### src/rtl/fifo_pkg.sv
// fifo_pkg: shared constants and helpers for the
// extended synchronous FIFO.
package fifo_pkg;

    localparam int FIFO_STD  = 0;
    localparam int FIFO_FWFT = 1;

    // True ceiling log2 for any positive integer.
    function automatic int clog2(input int n);
        int r;
        r = 0;
        for (int i = 0; i < 31; i++) begin
            if ((1 << i) < n) begin
                r = i + 1;
            end
        end
        return r;
    endfunction

endpackage

### src/rtl/fifo_mem_sdp.sv
// fifo_mem_sdp: simple dual-port RAM, one write port,
// one registered read port with read enable (read-first).
module fifo_mem_sdp #(
    parameter int WIDTH = 8,
    parameter int DEPTH = 16,
    parameter int AW    = 4
) (
    input  logic             clk,
    input  logic             rst_n,
    input  logic             we,
    input  logic [AW-1:0]    waddr,
    input  logic [WIDTH-1:0] wdata,
    input  logic             re,
    input  logic [AW-1:0]    raddr,
    output logic [WIDTH-1:0] rdata
);

    logic [WIDTH-1:0] mem [DEPTH];

    // Storage array; contents are deliberately not reset.
    always_ff @(posedge clk) begin
        if (we) begin
            mem[waddr] <= wdata;
        end
    end

    // Registered read port; returns old data on a same-address write.
    always_ff @(posedge clk or negedge rst_n) begin
        if (!rst_n) begin
            rdata <= '0;
        end else if (re) begin
            rdata <= mem[raddr];
        end
    end

endmodule

### src/rtl/fifo_sync_ext.sv
// fifo_sync_ext: single-clock FIFO with any-integer depth,
// thresholds, flush, sticky error flags and optional FWFT.
module fifo_sync_ext
    import fifo_pkg::*;
#(
    parameter int WIDTH    = 8,
    parameter int DEPTH    = 16,
    parameter int FWFT     = 0,
    parameter int AF_LEVEL = DEPTH - 2,
    parameter int AE_LEVEL = 2
) (
    input  logic                       clk,
    input  logic                       rst_n,
    input  logic                       clr,
    input  logic                       wr,
    input  logic [WIDTH-1:0]           data,
    input  logic                       rd,
    output logic [WIDTH-1:0]           q,
    output logic                       full,
    output logic                       empty,
    output logic                       almost_full,
    output logic                       almost_empty,
    output logic [clog2(DEPTH+1)-1:0]  usedw,
    output logic                       overflow,
    output logic                       underflow
);

    localparam int CW = clog2(DEPTH + 1);
    localparam int AW = clog2(DEPTH);
    localparam logic [AW-1:0] LAST = AW'(DEPTH - 1);

    logic [AW-1:0]    wr_ptr;
    logic [AW-1:0]    rd_ptr;
    logic             ov;
    logic             rd_acc;
    logic             wr_acc;
    logic             mem_nz;
    logic             ram_re;
    logic             byp_load;
    logic             adv_rd;
    logic [WIDTH-1:0] ram_q;
    logic [WIDTH-1:0] byp_q;
    logic             byp_sel;

    function automatic logic [AW-1:0] ptr_inc(input logic [AW-1:0] p);
        return (p == LAST) ? '0 : p + 1'b1;
    endfunction

    assign full  = (usedw == CW'(DEPTH));
    assign empty = (FWFT == FIFO_FWFT) ? !ov : (usedw == '0);

    assign almost_full  = (int'(usedw) >= AF_LEVEL);
    assign almost_empty = (int'(usedw) <= AE_LEVEL);

    assign rd_acc = rd & !empty & !clr;
    assign wr_acc = wr & (!full | rd_acc) & !clr;

    // Words still in the RAM beyond the FWFT output register.
    assign mem_nz = (usedw > {{(CW-1){1'b0}}, ov});

    // Read-side control: direct reads, or FWFT prefetch/bypass.
    always_comb begin
        ram_re   = 1'b0;
        byp_load = 1'b0;
        adv_rd   = 1'b0;
        if (FWFT == FIFO_FWFT) begin
            if (!clr && (!ov || rd_acc)) begin
                if (mem_nz) begin
                    ram_re = 1'b1;
                    adv_rd = 1'b1;
                end else if (wr_acc) begin
                    byp_load = 1'b1;
                    adv_rd   = 1'b1;
                end
            end
        end else begin
            ram_re = rd_acc;
            adv_rd = rd_acc;
        end
    end

    // Pointers, occupancy, output-valid and sticky error flags.
    always_ff @(posedge clk or negedge rst_n) begin
        if (!rst_n) begin
            wr_ptr    <= '0;
            rd_ptr    <= '0;
            usedw     <= '0;
            ov        <= 1'b0;
            overflow  <= 1'b0;
            underflow <= 1'b0;
        end else if (clr) begin
            wr_ptr    <= '0;
            rd_ptr    <= '0;
            usedw     <= '0;
            ov        <= 1'b0;
            overflow  <= 1'b0;
            underflow <= 1'b0;
        end else begin
            if (wr_acc) begin
                wr_ptr <= ptr_inc(wr_ptr);
            end
            if (adv_rd) begin
                rd_ptr <= ptr_inc(rd_ptr);
            end
            case ({wr_acc, rd_acc})
                2'b10:   usedw <= usedw + 1'b1;
                2'b01:   usedw <= usedw - 1'b1;
                default: usedw <= usedw;
            endcase
            if (ram_re || byp_load) begin
                ov <= 1'b1;
            end else if (rd_acc) begin
                ov <= 1'b0;
            end
            if (wr && !wr_acc) begin
                overflow <= 1'b1;
            end
            if (rd && empty) begin
                underflow <= 1'b1;
            end
        end
    end

    // FWFT bypass: a write into an empty FIFO lands directly on q.
    always_ff @(posedge clk or negedge rst_n) begin
        if (!rst_n) begin
            byp_q   <= '0;
            byp_sel <= 1'b0;
        end else if (byp_load) begin
            byp_q   <= data;
            byp_sel <= 1'b1;
        end else if (ram_re) begin
            byp_sel <= 1'b0;
        end
    end

    assign q = byp_sel ? byp_q : ram_q;

    fifo_mem_sdp #(
        .WIDTH (WIDTH),
        .DEPTH (DEPTH),
        .AW    (AW)
    ) u_mem (
        .clk   (clk),
        .rst_n (rst_n),
        .we    (wr_acc),
        .waddr (wr_ptr),
        .wdata (data),
        .re    (ram_re),
        .raddr (rd_ptr),
        .rdata (ram_q)
    );

endmodule

### config.mk
export PLATFORM = sky130hd
export DESIGN_NAME = fifo_sync_ext
export DESIGN_NICKNAME = d
export VERILOG_FILES = /design/src/rtl/fifo_pkg.sv /design/src/rtl/fifo_mem_sdp.sv /design/src/rtl/fifo_sync_ext.sv
export SDC_FILE = /design/constraint.sdc
export NUM_CORES = 1
export LEC_CHECK = 0
export CORE_ASPECT_RATIO = 0.8
export CORE_UTILIZATION = 25
export DETAILED_ROUTE_END_ITERATION = 12
export SLEW_MARGIN = 25
export SYNTH_ARGS = -nofsm -noshare
export SYNTH_HDL_FRONTEND = slang
export SYNTH_SLANG_ARGS = --single-unit
### constraint.sdc
create_clock -name clk -period 3.5 [get_ports clk]
set_input_delay 0.35 -clock clk [delete_from_list [all_inputs] [get_ports clk]]
set_output_delay 0.35 -clock clk [all_outputs]
set_load 0.03 [all_outputs]
==> impl_metrics.xml, run 1 <==
<?xml version="1.0" encoding="UTF-8"?>
<metrics>
  <group name="route">
    <metric name="drtIter0Drc" unit="">232</metric>
    <metric name="drt_first_pass_iters" unit="">4</metric>
    <metric name="via_count" unit="">3305</metric>
    <metric name="route.antenna.remaining_nets" unit="">0</metric>
    <metric name="vias_per_cell" unit="">4.48</metric>
    <metric name="drc" unit="">0</metric>
    <metric name="avgRoutedWirePerCell" unit="um">17.6</metric>
    <metric name="route.final.wire_length" unit="um">12900</metric>
  </group>
  <group name="grt">
    <metric name="grt_usage" unit="">0.109</metric>
    <metric name="antenna_found_initial" unit="">0</metric>
    <metric name="grt_overflow" unit="">0</metric>
    <metric name="grt_start_max_net_pins" unit="">24</metric>
    <metric name="first_global_vias" unit="">3501</metric>
    <metric name="grt_pass1_wl" unit="um">20200</metric>
  </group>
  <group name="logic_synthesis">
    <metric name="ys_ff_latch" unit="">151</metric>
    <metric name="postSynthCellCount" unit="">352</metric>
    <metric name="ys_top_cells_by_area" unit="">sky130_fd_sc_hd__edfxtp_1, sky130_fd_sc_hd__mux4_2, sky130_fd_sc_hd__dfrtp_1, sky130_fd_sc_hd__nor2_1, sky130_fd_sc_hd__mux2i_1</metric>
    <metric name="synthDistinctLibCells" unit="">37</metric>
    <metric name="synth.avg_cell_area" unit="um^2">17.6</metric>
    <metric name="synthDominantCellAreaShare" unit="">0.619</metric>
    <metric name="synth.yosys.seq_area_share" unit="">0.711</metric>
    <metric name="synth_top_cell_by_area" unit="">sky130_fd_sc_hd__edfxtp_1</metric>
    <metric name="mappedNetlistNets" unit="">372</metric>
    <metric name="yosys_warnings" unit="">0</metric>
    <metric name="post_synth_instance_area" unit="um^2">6210</metric>
  </group>
  <group name="cts">
    <metric name="cts.reportedPaths.clkPinSlew" unit="ns">0.06</metric>
    <metric name="clock_sink_count" unit="">151</metric>
    <metric name="tritoncts.num_buffers" unit="">17</metric>
    <metric name="cts_tree" unit="">yes</metric>
    <metric name="cts_setup_buffers" unit="">0</metric>
    <metric name="max-clock-path-buffers" unit="">2</metric>
    <metric name="cts_root_buffer" unit="">sky130_fd_sc_hd__clkbuf_16</metric>
    <metric name="clkLatencyLatePin" unit="ns">0.41</metric>
    <metric name="cts_hold_buf" unit="">0</metric>
    <metric name="cts.htree.levels" unit="">4</metric>
    <metric name="cts_repair_resize_count" unit="">0</metric>
  </group>
  <group name="sta">
    <metric name="tightest_slew" unit="ns">0.855</metric>
    <metric name="period_share" unit="">0.836</metric>
    <metric name="fin_crit" unit="ns">2.93</metric>
    <metric name="hold_slack" unit="ns">0.309</metric>
    <metric name="setup_viol_count_final" unit="">0</metric>
    <metric name="timing.max_slew.rel_slack" unit="">0.428</metric>
    <metric name="rsz_0062_raised_after_global_routing" unit="">no</metric>
    <metric name="clock_skew_after_layout" unit="ns">0.00891</metric>
    <metric name="totalNegativeSetupSlack" unit="ns">0</metric>
    <metric name="slew_viol_final" unit="">0</metric>
    <metric name="timing_hold_violations_final" unit="">0</metric>
    <metric name="highest_achievable_clock_rate" unit="MHz">342</metric>
  </group>
  <group name="layout">
    <metric name="final_layout_size_suffix_gt1_frac" unit="">0.232</metric>
    <metric name="final.fill_count" unit="">2374</metric>
    <metric name="antenna-diode-count" unit="">0</metric>
    <metric name="fin_nets" unit="">426</metric>
    <metric name="syn_to_final_growth" unit="%">21.9</metric>
    <metric name="sequential_area" unit="um^2">4420</metric>
    <metric name="postLayoutCoreUtil" unit="">0.311</metric>
    <metric name="multi_input_area" unit="um^2">1690</metric>
  </group>
  <group name="pwr">
    <metric name="vdd_ir_drop_max" unit="mV">0.301</metric>
    <metric name="power_per_cell_area" unit="nW/um^2">621</metric>
    <metric name="leak_pwr" unit="nW">2.46</metric>
  </group>
  <group name="placed_design">
    <metric name="half_perimeter_wire_length_after_detailed_placement" unit="um">8630</metric>
    <metric name="routabilityCongestion" unit="">0.816</metric>
    <metric name="portBuffers" unit="">31</metric>
  </group>
  <group name="floorplan">
    <metric name="core_region_area" unit="um^2">24400</metric>
    <metric name="die_x_extent" unit="um">178</metric>
    <metric name="die_h" unit="um">143</metric>
    <metric name="die_area" unit="um^2">25500</metric>
    <metric name="number_of_i_o_pins" unit="">32</metric>
    <metric name="core.rowCount" unit="">51</metric>
    <metric name="initial_utilization" unit="">0.255</metric>
  </group>
  <group name="worst_setup_path">
    <metric name="data_arrival_time_of_the_critical_path" unit="ns">2.58</metric>
    <metric name="cp-end-kind" unit="">output pin</metric>
    <metric name="cp_data_required_time" unit="ns">3.15</metric>
    <metric name="sum_of_buffers_and_inverters_on_the_critical_path" unit="">1</metric>
    <metric name="crit_chain" unit="">or3_1 &gt; nor3_1 &gt; clkdlybuf4s50_1</metric>
    <metric name="startpoint_type" unit="">flop</metric>
    <metric name="worst-path-max-fanout" unit="">11</metric>
    <metric name="critical_path_class" unit="">reg2out</metric>
    <metric name="worst_path_largest_cell_delay" unit="ns">0.75</metric>
    <metric name="worst_path_dominant_cell_family" unit="">simple AND/OR/NAND/NOR gates</metric>
    <metric name="slowest_stage" unit="">sky130_fd_sc_hd__clkdlybuf4s50_1</metric>
  </group>
  <group name="run">
    <metric name="drv.max_cap_violation_count" unit="">0</metric>
  </group>
  <group name="outcome">
    <metric name="outcome" unit="">finished, final reports clean</metric>
  </group>
  <group name="hold_path">
    <metric name="hp-class" unit="">in2async</metric>
  </group>
</metrics>
where the power goes:
part	switching (mW)	internal, mW
logic	0.448	0.398
clock network	0.691	1.04
registers	0.0853	2.04
per-layer routing:
metal | vias up | part of all wire | wire, um | track usage
met5 | - | 0 | 0 | 0
met4 | 0 | 0.0072 | 93 | 0.0303
met3 | 8 | 0.036 | 464 | 0.0306
met2 | 59 | 0.51 | 6580 | 0.180
met1 | 1743 | 0.45 | 5800 | 0.138
li1 | 1495 | - | - | -
cells in the final DEF (no fill, tap or decap), types with 3 or more instances in the layout:
| cell type | count |
|---|---|
| sky130_fd_sc_hd__edfxtp_1 | 128 |
| sky130_fd_sc_hd__nor2_1 | 32 |
| sky130_fd_sc_hd__clkdlybuf4s50_1 | 31 |
| sky130_fd_sc_hd__clkinv_4 | 4 |
| sky130_fd_sc_hd__mux4_2 | 32 |
| sky130_fd_sc_hd__mux2i_1 | 11 |
| sky130_fd_sc_hd__clkbuf_16 | 17 |
| sky130_fd_sc_hd__dfrtp_1 | 22 |
| sky130_fd_sc_hd__a21oi_1 | 17 |
| sky130_fd_sc_hd__nand2b_1 | 4 |
| sky130_fd_sc_hd__o21ai_0 | 5 |
| sky130_fd_sc_hd__buf_4 | 23 |
| sky130_fd_sc_hd__xnor2_1 | 3 |
| sky130_fd_sc_hd__nor2b_1 | 10 |
| sky130_fd_sc_hd__clkinv_1 | 4 |
| sky130_fd_sc_hd__nand2_1 | 13 |
| sky130_fd_sc_hd__nor3_1 | 7 |
| sky130_fd_sc_hd__a211oi_1 | 9 |
| sky130_fd_sc_hd__inv_1 | 3 |
| sky130_fd_sc_hd__ha_1 | 7 |
| sky130_fd_sc_hd__mux2_2 | 9 |
| sky130_fd_sc_hd__xor2_1 | 3 |
synth_stat cells:
master / count
sky130_fd_sc_hd__a2111oi_0: 1
sky130_fd_sc_hd__a211oi_1: 9
sky130_fd_sc_hd__a21boi_0: 1
sky130_fd_sc_hd__a21oi_1: 17
sky130_fd_sc_hd__a311oi_1: 1
sky130_fd_sc_hd__a31o_2: 2
sky130_fd_sc_hd__a31oi_1: 1
sky130_fd_sc_hd__buf_1: 2
sky130_fd_sc_hd__buf_2: 5
sky130_fd_sc_hd__buf_4: 1
sky130_fd_sc_hd__buf_6: 1
sky130_fd_sc_hd__clkbuf_1: 10
sky130_fd_sc_hd__dfrtp_1: 23
sky130_fd_sc_hd__edfxtp_1: 128
sky130_fd_sc_hd__ha_1: 7
sky130_fd_sc_hd__inv_1: 3
sky130_fd_sc_hd__mux2_2: 9
sky130_fd_sc_hd__mux2_4: 1
sky130_fd_sc_hd__mux2i_1: 11
sky130_fd_sc_hd__mux4_2: 32
sky130_fd_sc_hd__nand2_1: 13
sky130_fd_sc_hd__nand2b_1: 4
sky130_fd_sc_hd__nor2_1: 32
sky130_fd_sc_hd__nor2b_1: 10
sky130_fd_sc_hd__nor3_1: 7
sky130_fd_sc_hd__nor3b_1: 1
sky130_fd_sc_hd__nor4_1: 1
sky130_fd_sc_hd__o21a_1: 1
sky130_fd_sc_hd__o21ai_0: 5
sky130_fd_sc_hd__o31a_1: 1
sky130_fd_sc_hd__o31ai_1: 1
sky130_fd_sc_hd__o31ai_4: 1
sky130_fd_sc_hd__or3_1: 2
sky130_fd_sc_hd__or3b_2: 1
sky130_fd_sc_hd__or4_1: 1
sky130_fd_sc_hd__xnor2_1: 3
sky130_fd_sc_hd__xor2_1: 3
flip-flops by register name (all words and copies together) (netlist names):
register,flops
u_mem.mem,128
u_mem.rdata,8
usedw,5
rd_ptr,4
wr_ptr,4
overflow,1
underflow,1
cell type report:
type                    instances  share of cell area
multi-input cells             179               0.224
repair buffers                 54              0.0638
inverters                       3             0.00149
clock buffers                  18              0.0567
well taps                     318              0.0526
flip-flops and latches        151               0.584
clock inverters                14              0.0179
per-stage QoR:
| step | total power [mW] | setup slack [ns] | cell area (um^2) | instances |
|---|---|---|---|---|
| final | 4.70 | 0.574 | 7570 | 737 |
| after global routing | 4.89 | 0.410 | 7570 | 737 |
| after CTS | 4.75 | 0.580 | 7570 | 737 |
| after detailed placement | 3.02 | 0.323 | 7010 | 705 |
| after global placement | 3.00 | 0.380 | 7010 | 705 |
| after floorplan | 2.71 | 0.816 | 6210 | 352 |
final timing paths:
kind,slack [ns],end,depth (start not counted),startpoint
worst min register to register,0.50,underflow,2,underflow
worst max register to register,0.61,u_mem.mem[0][0],6,usedw[2]
worst max-delay path,0.57,empty,3,usedw[1]
max in group asynchronous,2.92,rd_ptr[0],2,rst_n
min in group clk,0.50,underflow,2,underflow
worst min-delay path,0.31,usedw[3],2,rst_n
cells by family after synthesis:
group / after synthesis / share of synthesized area
and+or+nand+nor: 72 / 0.0538
AOI/OAI and AO/OA: 41 / 0.0437
xor gates and xnor gates: 6 / 0.00846
buffers and inverters: 22 / 0.0161
DFF: 151 / 0.711
muxes: 53 / 0.152
adders and majority gates: 7 / 0.0141
Note: power is estimated with default switching activity, not from simulation.
==> run 2, diff against run 1 <==
==> constraint.sdc (replaced) <==
create_clock -name clk -period 3.03 [get_ports clk]
set_input_delay 0.303 -clock clk [delete_from_list [all_inputs] [get_ports clk]]
set_output_delay 0.303 -clock clk [all_outputs]
set_load 0.03 [all_outputs]
==> run 2 against run 1 <==
  * Die area stayed put
  * First-iteration DRC count grew 4.7%
  * Design area rose by 0.84%
  * Utilization up 0.26 points
  * Count of clock-buffer cells in the layout up 4
  * Critical path type unchanged
  * Via count fell by 0.54%
  * Largest power group unchanged
  * Global-route usage is 0.12 points lower
  * Worst setup slack got worse by 0.28 ns
  * Critical path depth unchanged
==> impl_metrics.xml, run 2 (synthesis results as in run 1) <==
<?xml version="1.0" encoding="UTF-8"?>
<metrics>
  <group name="placed_design">
    <metric name="pre_cts_ws" unit="ns">0.151</metric>
    <metric name="half_perimeter_wire_length_after_detailed_placement" unit="um">8410</metric>
    <metric name="routabilityCongestion" unit="">0.783</metric>
    <metric name="portBuffers" unit="">31</metric>
    <metric name="placed_cell_area" unit="um^2">7080</metric>
    <metric name="dp_cells" unit="">715</metric>
  </group>
  <group name="worst_setup_path">
    <metric name="ff2ff_setup_slack" unit="ns">0.53</metric>
    <metric name="critical_path_class" unit="">reg2out</metric>
    <metric name="timing.rr.start" unit="">rd_ptr[0]</metric>
    <metric name="cp-end-kind" unit="">output pin</metric>
    <metric name="worst-path-max-fanout" unit="">11</metric>
    <metric name="startpoint_type" unit="">flop</metric>
    <metric name="critical_path_start" unit="">usedw[1]</metric>
    <metric name="worst_path_largest_cell_delay" unit="ns">0.73</metric>
    <metric name="worstReg2RegEnd" unit="">u_mem.rdata[3]</metric>
    <metric name="data_arrival_time_of_the_critical_path" unit="ns">2.44</metric>
    <metric name="crit_chain" unit="">or3_1 &gt; nor3_2 &gt; clkdlybuf4s50_1</metric>
    <metric name="slowest_stage" unit="">sky130_fd_sc_hd__clkdlybuf4s50_1</metric>
    <metric name="rr_worst_depth" unit="">5</metric>
    <metric name="cp_data_required_time" unit="ns">2.73</metric>
    <metric name="crit_path_end" unit="">empty</metric>
  </group>
  <group name="route">
    <metric name="drt_first_pass_iters" unit="">4</metric>
    <metric name="drtIter0Drc" unit="">243</metric>
    <metric name="via_count" unit="">3287</metric>
    <metric name="vias_per_cell" unit="">4.41</metric>
    <metric name="route.final.wire_length" unit="um">12700</metric>
    <metric name="drc" unit="">0</metric>
    <metric name="avgRoutedWirePerCell" unit="um">17.0</metric>
    <metric name="route.antenna.remaining_nets" unit="">0</metric>
  </group>
  <group name="cts">
    <metric name="clkLatencyLatePin" unit="ns">0.42</metric>
    <metric name="cts_tree" unit="">yes</metric>
    <metric name="cts.htree.levels" unit="">4</metric>
    <metric name="clock_sink_count" unit="">151</metric>
    <metric name="cts_root_buffer" unit="">sky130_fd_sc_hd__clkbuf_16</metric>
    <metric name="cts_setup_buffers" unit="">0</metric>
    <metric name="tritoncts.num_buffers" unit="">17</metric>
    <metric name="max-clock-path-buffers" unit="">2</metric>
    <metric name="cts.reportedPaths.clkPinSlew" unit="ns">0.06</metric>
    <metric name="cts_hold_buf" unit="">0</metric>
  </group>
  <group name="layout">
    <metric name="fin_cells" unit="">746</metric>
    <metric name="final_design_area_no_fill" unit="um^2">7630</metric>
    <metric name="largestRegisters" unit="">u_mem.mem (128), u_mem.rdata (8), usedw (5)</metric>
    <metric name="layout.cells.most_common" unit="">sky130_fd_sc_hd__edfxtp_1</metric>
    <metric name="largest_reg_flops" unit="">128</metric>
    <metric name="antenna-diode-count" unit="">0</metric>
    <metric name="syn_to_final_growth" unit="%">22.9</metric>
    <metric name="final_layout_size_suffix_gt1_frac" unit="">0.248</metric>
    <metric name="postLayoutCoreUtil" unit="">0.313</metric>
    <metric name="largest_register" unit="">u_mem.mem</metric>
    <metric name="layout_common_cells" unit="">sky130_fd_sc_hd__edfxtp_1, sky130_fd_sc_hd__buf_4, sky130_fd_sc_hd__nor2_1, sky130_fd_sc_hd__mux4_2, sky130_fd_sc_hd__clkdlybuf4s50_1</metric>
    <metric name="fin_nets" unit="">436</metric>
  </group>
  <group name="grt">
    <metric name="first_global_vias" unit="">3468</metric>
    <metric name="grt_usage" unit="">0.107</metric>
    <metric name="antenna_found_initial" unit="">0</metric>
    <metric name="grt_pass1_wl" unit="um">19600</metric>
    <metric name="grt_start_max_net_pins" unit="">24</metric>
    <metric name="grt_overflow" unit="">0</metric>
  </group>
  <group name="sta">
    <metric name="timing_hold_violations_final" unit="">0</metric>
    <metric name="post-route-worst-setup-slack" unit="ns">0.289</metric>
    <metric name="rsz_0062_raised_after_global_routing" unit="">no</metric>
    <metric name="fin_crit" unit="ns">2.74</metric>
    <metric name="tightest_slew" unit="ns">0.904</metric>
    <metric name="setup_viol_count_final" unit="">0</metric>
    <metric name="slew_viol_final" unit="">0</metric>
    <metric name="timing.max_slew.rel_slack" unit="">0.397</metric>
    <metric name="clock_skew_after_layout" unit="ns">0.00517</metric>
    <metric name="highest_achievable_clock_rate" unit="MHz">365</metric>
    <metric name="period_share" unit="">0.904</metric>
    <metric name="totalNegativeSetupSlack" unit="ns">0</metric>
    <metric name="hold_slack" unit="ns">0.250</metric>
  </group>
  <group name="outcome">
    <metric name="outcome" unit="">finished, final reports clean</metric>
  </group>
  <group name="pwr">
    <metric name="power_per_cell_area" unit="nW/um^2">708</metric>
    <metric name="netSwitchingPower" unit="mW">1.38</metric>
    <metric name="leak_pwr" unit="nW">2.51</metric>
    <metric name="power.share.sequential" unit="">0.459</metric>
    <metric name="internal_power" unit="mW">4.02</metric>
    <metric name="swShare" unit="">0.256</metric>
    <metric name="comb_power_share" unit="">0.178</metric>
    <metric name="vdd_ir_drop_max" unit="mV">0.370</metric>
    <metric name="report.power.total" unit="mW">5.40</metric>
    <metric name="power.clock.fraction" unit="">0.363</metric>
  </group>
  <group name="floorplan">
    <metric name="number_of_i_o_pins" unit="">32</metric>
    <metric name="core_region_area" unit="um^2">24400</metric>
    <metric name="die_area" unit="um^2">25500</metric>
    <metric name="initial_utilization" unit="">0.255</metric>
    <metric name="core.rowCount" unit="">51</metric>
    <metric name="die_h" unit="um">143</metric>
    <metric name="die_x_extent" unit="um">178</metric>
  </group>
  <group name="run">
    <metric name="drv.max_cap_violation_count" unit="">0</metric>
  </group>
  <group name="hold_path">
    <metric name="hp-class" unit="">in2async</metric>
  </group>
</metrics>
[run 2: cell types whose count changed in the layout (fill, tap and decap cells not counted), moves of 2 or more]
| cell | delta |
|---|---|
| sky130_fd_sc_hd__buf_4 | +10 |
| sky130_fd_sc_hd__clkbuf_1 | +4 |
| sky130_fd_sc_hd__clkinv_1 | -3 |
| sky130_fd_sc_hd__clkinv_4 | -2 |
[run 2: power groups by stage]
stage / clock network (mW) / registers, mW / logic [mW]
after floorplan: 0 / 2.59 / 0.539
after global placement: 0 / 2.52 / 0.959
after detailed placement: 0 / 2.53 / 0.976
after CTS: 2.01 / 2.49 / 0.978
after global routing: 2.08 / 2.50 / 1.04
final: 1.96 / 2.48 / 0.964
[run 2: worst min-delay path by stage]
stage | depth (start not counted) | endpoint | slack (ns)
global placement | 2 | underflow | 0.48
global route | 2 | underflow | 0.29
finish | 2 | usedw[4] | 0.25
floorplan | 0 | overflow | 0.007
CTS | 2 | usedw[4] | 0.26
detailed placement | 2 | underflow | 0.50
[run 2: routing by layer]
| layer | part of all wire | wire (um) | GRT usage | up-vias |
|---|---|---|---|---|
| met5 | 0 | 0 | 0 | - |
| met2 | 0.50 | 6280 | 0.172 | 51 |
| met3 | 0.038 | 480 | 0.0256 | 16 |
| met1 | 0.45 | 5750 | 0.140 | 1705 |
| met4 | 0.012 | 150 | 0.0442 | 0 |
| li1 | - | - | - | 1515 |
[run 2: worst max-delay path: cells and delay by family, from the launching register on]
family        cells  cell delay, ns
buf+inv           1            0.73
flops             1            0.50
simple gates      2            0.80
[run 2: what timing repair did]
item,CTS,global route
endpoints found under the hold margin,0,0
setup endpoints to repair,0,1
resized for setup,0,1
[run 2: cell type report]
class,count,area [um^2]
Timing Repair Buffer,64,558
Sequential cell,151,4420
Inverter,3,11.3
Clock inverter,9,104
Multi-Input combinational cell,179,1700
Fill cell,2364,16700
Tap cell,318,398
Clock buffer,22,444
==> run 3, diff against run 2 <==
--- a/config.mk
+++ b/config.mk
@@ -8,6 +8,7 @@
 export CORE_ASPECT_RATIO = 0.8
 export CORE_UTILIZATION = 25
 export DETAILED_ROUTE_END_ITERATION = 12
+export RECOVER_POWER = 100
 export SLEW_MARGIN = 25
 export SYNTH_ARGS = -nofsm -noshare
 export SYNTH_HDL_FRONTEND = slang
==> run 3 against run 2 <==
  * Routed wire length is 0.32% lower
  * Combinational power is 4.9% lower
  * Largest cell class unchanged
  * Hold slack better by 0.25 ns
  * Sequential power hardly changed
  * Highest routed layer unchanged
==> impl_metrics.xml, run 3 (synthesis results as in run 1) <==
<?xml version="1.0" encoding="UTF-8"?>
<metrics>
  <group name="outcome">
    <metric name="outcome" unit="">finished, final reports clean</metric>
  </group>
  <group name="sta">
    <metric name="fin_crit" unit="ns">2.76</metric>
    <metric name="rsz_0062_raised_after_global_routing" unit="">no</metric>
    <metric name="post-route-worst-setup-slack" unit="ns">0.274</metric>
    <metric name="clock_skew_after_layout" unit="ns">0.00557</metric>
    <metric name="slew_viol_final" unit="">0</metric>
    <metric name="setup_viol_count_final" unit="">0</metric>
    <metric name="tightest_slew" unit="ns">1.32</metric>
    <metric name="totalNegativeSetupSlack" unit="ns">0</metric>
    <metric name="timing.max_slew.rel_slack" unit="">0.122</metric>
    <metric name="highest_achievable_clock_rate" unit="MHz">363</metric>
    <metric name="timing_hold_violations_final" unit="">0</metric>
    <metric name="period_share" unit="">0.910</metric>
  </group>
  <group name="grt">
    <metric name="first_global_vias" unit="">3468</metric>
    <metric name="grt_pass1_wl" unit="um">19600</metric>
    <metric name="antenna_found_initial" unit="">0</metric>
    <metric name="grt_overflow" unit="">0</metric>
    <metric name="grt_usage" unit="">0.107</metric>
    <metric name="grt_start_max_net_pins" unit="">24</metric>
  </group>
  <group name="worst_setup_path">
    <metric name="data_arrival_time_of_the_critical_path" unit="ns">2.45</metric>
    <metric name="startpoint_type" unit="">flop</metric>
    <metric name="worst_path_largest_cell_delay" unit="ns">0.78</metric>
    <metric name="timing.critical_path.depth" unit="">3</metric>
    <metric name="critical_path_class" unit="">reg2out</metric>
    <metric name="timing.rr.start" unit="">usedw[1]</metric>
    <metric name="cp_data_required_time" unit="ns">2.73</metric>
    <metric name="cp-end-kind" unit="">output pin</metric>
    <metric name="worst-path-max-fanout" unit="">11</metric>
    <metric name="slowest_stage" unit="">sky130_fd_sc_hd__dlygate4sd3_1</metric>
    <metric name="worst_path_dominant_cell_family" unit="">buffers and inverters</metric>
    <metric name="critical_path_start" unit="">usedw[1]</metric>
    <metric name="sum_of_buffers_and_inverters_on_the_critical_path" unit="">1</metric>
    <metric name="rr_worst_depth" unit="">6</metric>
    <metric name="crit_chain" unit="">or3_1 &gt; nor3_2 &gt; dlygate4sd3_1</metric>
  </group>
  <group name="layout">
    <metric name="multi_input_area" unit="um^2">1680</metric>
    <metric name="largest_reg_flops" unit="">128</metric>
    <metric name="sequential_area" unit="um^2">4420</metric>
    <metric name="fin_nets" unit="">436</metric>
    <metric name="final_layout_size_suffix_gt1_frac" unit="">0.196</metric>
    <metric name="fin_cells" unit="">746</metric>
    <metric name="largest_register" unit="">u_mem.mem</metric>
    <metric name="final.fill_count" unit="">2390</metric>
    <metric name="layout_common_cells" unit="">sky130_fd_sc_hd__edfxtp_1, sky130_fd_sc_hd__nor2_1, sky130_fd_sc_hd__mux4_2</metric>
    <metric name="layout.cells.most_common" unit="">sky130_fd_sc_hd__edfxtp_1</metric>
    <metric name="antenna-diode-count" unit="">0</metric>
    <metric name="largestRegisters" unit="">u_mem.mem (128), u_mem.rdata (8), usedw (5)</metric>
    <metric name="syn_to_final_growth" unit="%">21.4</metric>
  </group>
  <group name="floorplan">
    <metric name="die_area" unit="um^2">25500</metric>
    <metric name="core.rowCount" unit="">51</metric>
    <metric name="die_h" unit="um">143</metric>
    <metric name="core_region_area" unit="um^2">24400</metric>
    <metric name="initial_utilization" unit="">0.255</metric>
    <metric name="number_of_i_o_pins" unit="">32</metric>
    <metric name="die_x_extent" unit="um">178</metric>
  </group>
  <group name="route">
    <metric name="via_count" unit="">3241</metric>
    <metric name="route.final.wire_length" unit="um">12600</metric>
    <metric name="avgRoutedWirePerCell" unit="um">16.9</metric>
    <metric name="drc" unit="">0</metric>
    <metric name="vias_per_cell" unit="">4.34</metric>
    <metric name="route.antenna.remaining_nets" unit="">0</metric>
    <metric name="drtIter0Drc" unit="">228</metric>
    <metric name="drt_first_pass_iters" unit="">6</metric>
  </group>
  <group name="hold_path">
    <metric name="launch_instance_of_the_worst_min_delay_path" unit="">underflow</metric>
    <metric name="hold-path-cell-count" unit="">2</metric>
    <metric name="hp-class" unit="">reg2reg</metric>
  </group>
  <group name="cts">
    <metric name="clock_sink_count" unit="">151</metric>
    <metric name="max-clock-path-buffers" unit="">2</metric>
    <metric name="cts.htree.levels" unit="">4</metric>
    <metric name="cts_root_buffer" unit="">sky130_fd_sc_hd__clkbuf_16</metric>
    <metric name="tritoncts.num_buffers" unit="">17</metric>
    <metric name="clkLatencyLatePin" unit="ns">0.42</metric>
    <metric name="cts.reportedPaths.clkPinSlew" unit="ns">0.06</metric>
    <metric name="cts_tree" unit="">yes</metric>
    <metric name="cts_hold_buf" unit="">0</metric>
  </group>
  <group name="pwr">
    <metric name="vdd_ir_drop_max" unit="mV">0.371</metric>
    <metric name="power.share.sequential" unit="">0.462</metric>
    <metric name="power_per_cell_area" unit="nW/um^2">710</metric>
    <metric name="internal_power" unit="mW">3.98</metric>
    <metric name="netSwitchingPower" unit="mW">1.37</metric>
    <metric name="leak_pwr" unit="nW">2.45</metric>
    <metric name="power.clock.fraction" unit="">0.367</metric>
    <metric name="comb_power_share" unit="">0.171</metric>
    <metric name="swShare" unit="">0.257</metric>
  </group>
  <group name="run">
    <metric name="drv.max_cap_violation_count" unit="">0</metric>
  </group>
  <group name="placed_design">
    <metric name="portBuffers" unit="">31</metric>
    <metric name="routabilityCongestion" unit="">0.783</metric>
    <metric name="half_perimeter_wire_length_after_detailed_placement" unit="um">8410</metric>
    <metric name="pre_cts_ws" unit="ns">0.151</metric>
    <metric name="dp_cells" unit="">715</metric>
  </group>
</metrics>
==> run 3: cell type report <==
| class | count | share of cell area |
|---|---|---|
| Sequential cell | 151 | 0.586 |
| Tap cell | 318 | 0.0528 |
| Timing Repair Buffer | 64 | 0.0635 |
| Inverter | 3 | 0.00149 |
| Clock buffer | 22 | 0.0589 |
| Clock inverter | 9 | 0.0138 |
| Multi-Input combinational cell | 179 | 0.223 |
==> run 3: worst paths after layout <==
check                            end  slack, ns
max                            empty       0.27
min                        underflow       0.50
max reg2reg                 usedw[4]       0.33
min reg2reg                underflow       0.50
max in group asynchronous  rd_ptr[0]       1.45
min in group asynchronous   usedw[4]       0.71
==> run 3: stage by stage <==
step | hold slack (ns) | cell area (um^2) | power (mW) | utilization
final | 0.499 | 7540 | 5.35 | 0.309
after global routing | 0.523 | 7540 | 5.57 | 0.309
after CTS | 0.259 | 7630 | 5.47 | 0.313
after detailed placement | 0.499 | 7080 | 3.50 | 0.290
after global placement | 0.484 | 7080 | 3.48 | 0.290
after floorplan | 0.00741 | 6210 | 3.13 | -
==> run 3: timing repair <==
action | in CTS | in global routing
gates resized for setup | 0 | 1
setup buffers | 0 | 0
setup endpoints to repair | 0 | 1
==> run 3: per-layer routing <==
metal  GRT usage  vias up  routed length, um
li1            -     1514                  -
met1       0.140     1658               5560
met2       0.172       54               6300
met3      0.0256       15                603
met4      0.0442        0                153
met5           0        -                  0
==> run 3: tightest hold or removal path: stages (launching register included) <==
cell and delay [ns]:
sky130_fd_sc_hd__dfrtp_1 0.34, sky130_fd_sc_hd__a21oi_1 0.04, sky130_fd_sc_hd__nor2_1 0.08
==> run 3: power by group through the flow <==
stage	clock network [mW]	registers (mW)	logic [mW]
final	1.96	2.47	0.917
after global routing	2.08	2.50	0.994
after CTS	2.01	2.49	0.978
after detailed placement	0	2.53	0.976
after global placement	0	2.52	0.959
after floorplan	0	2.59	0.539
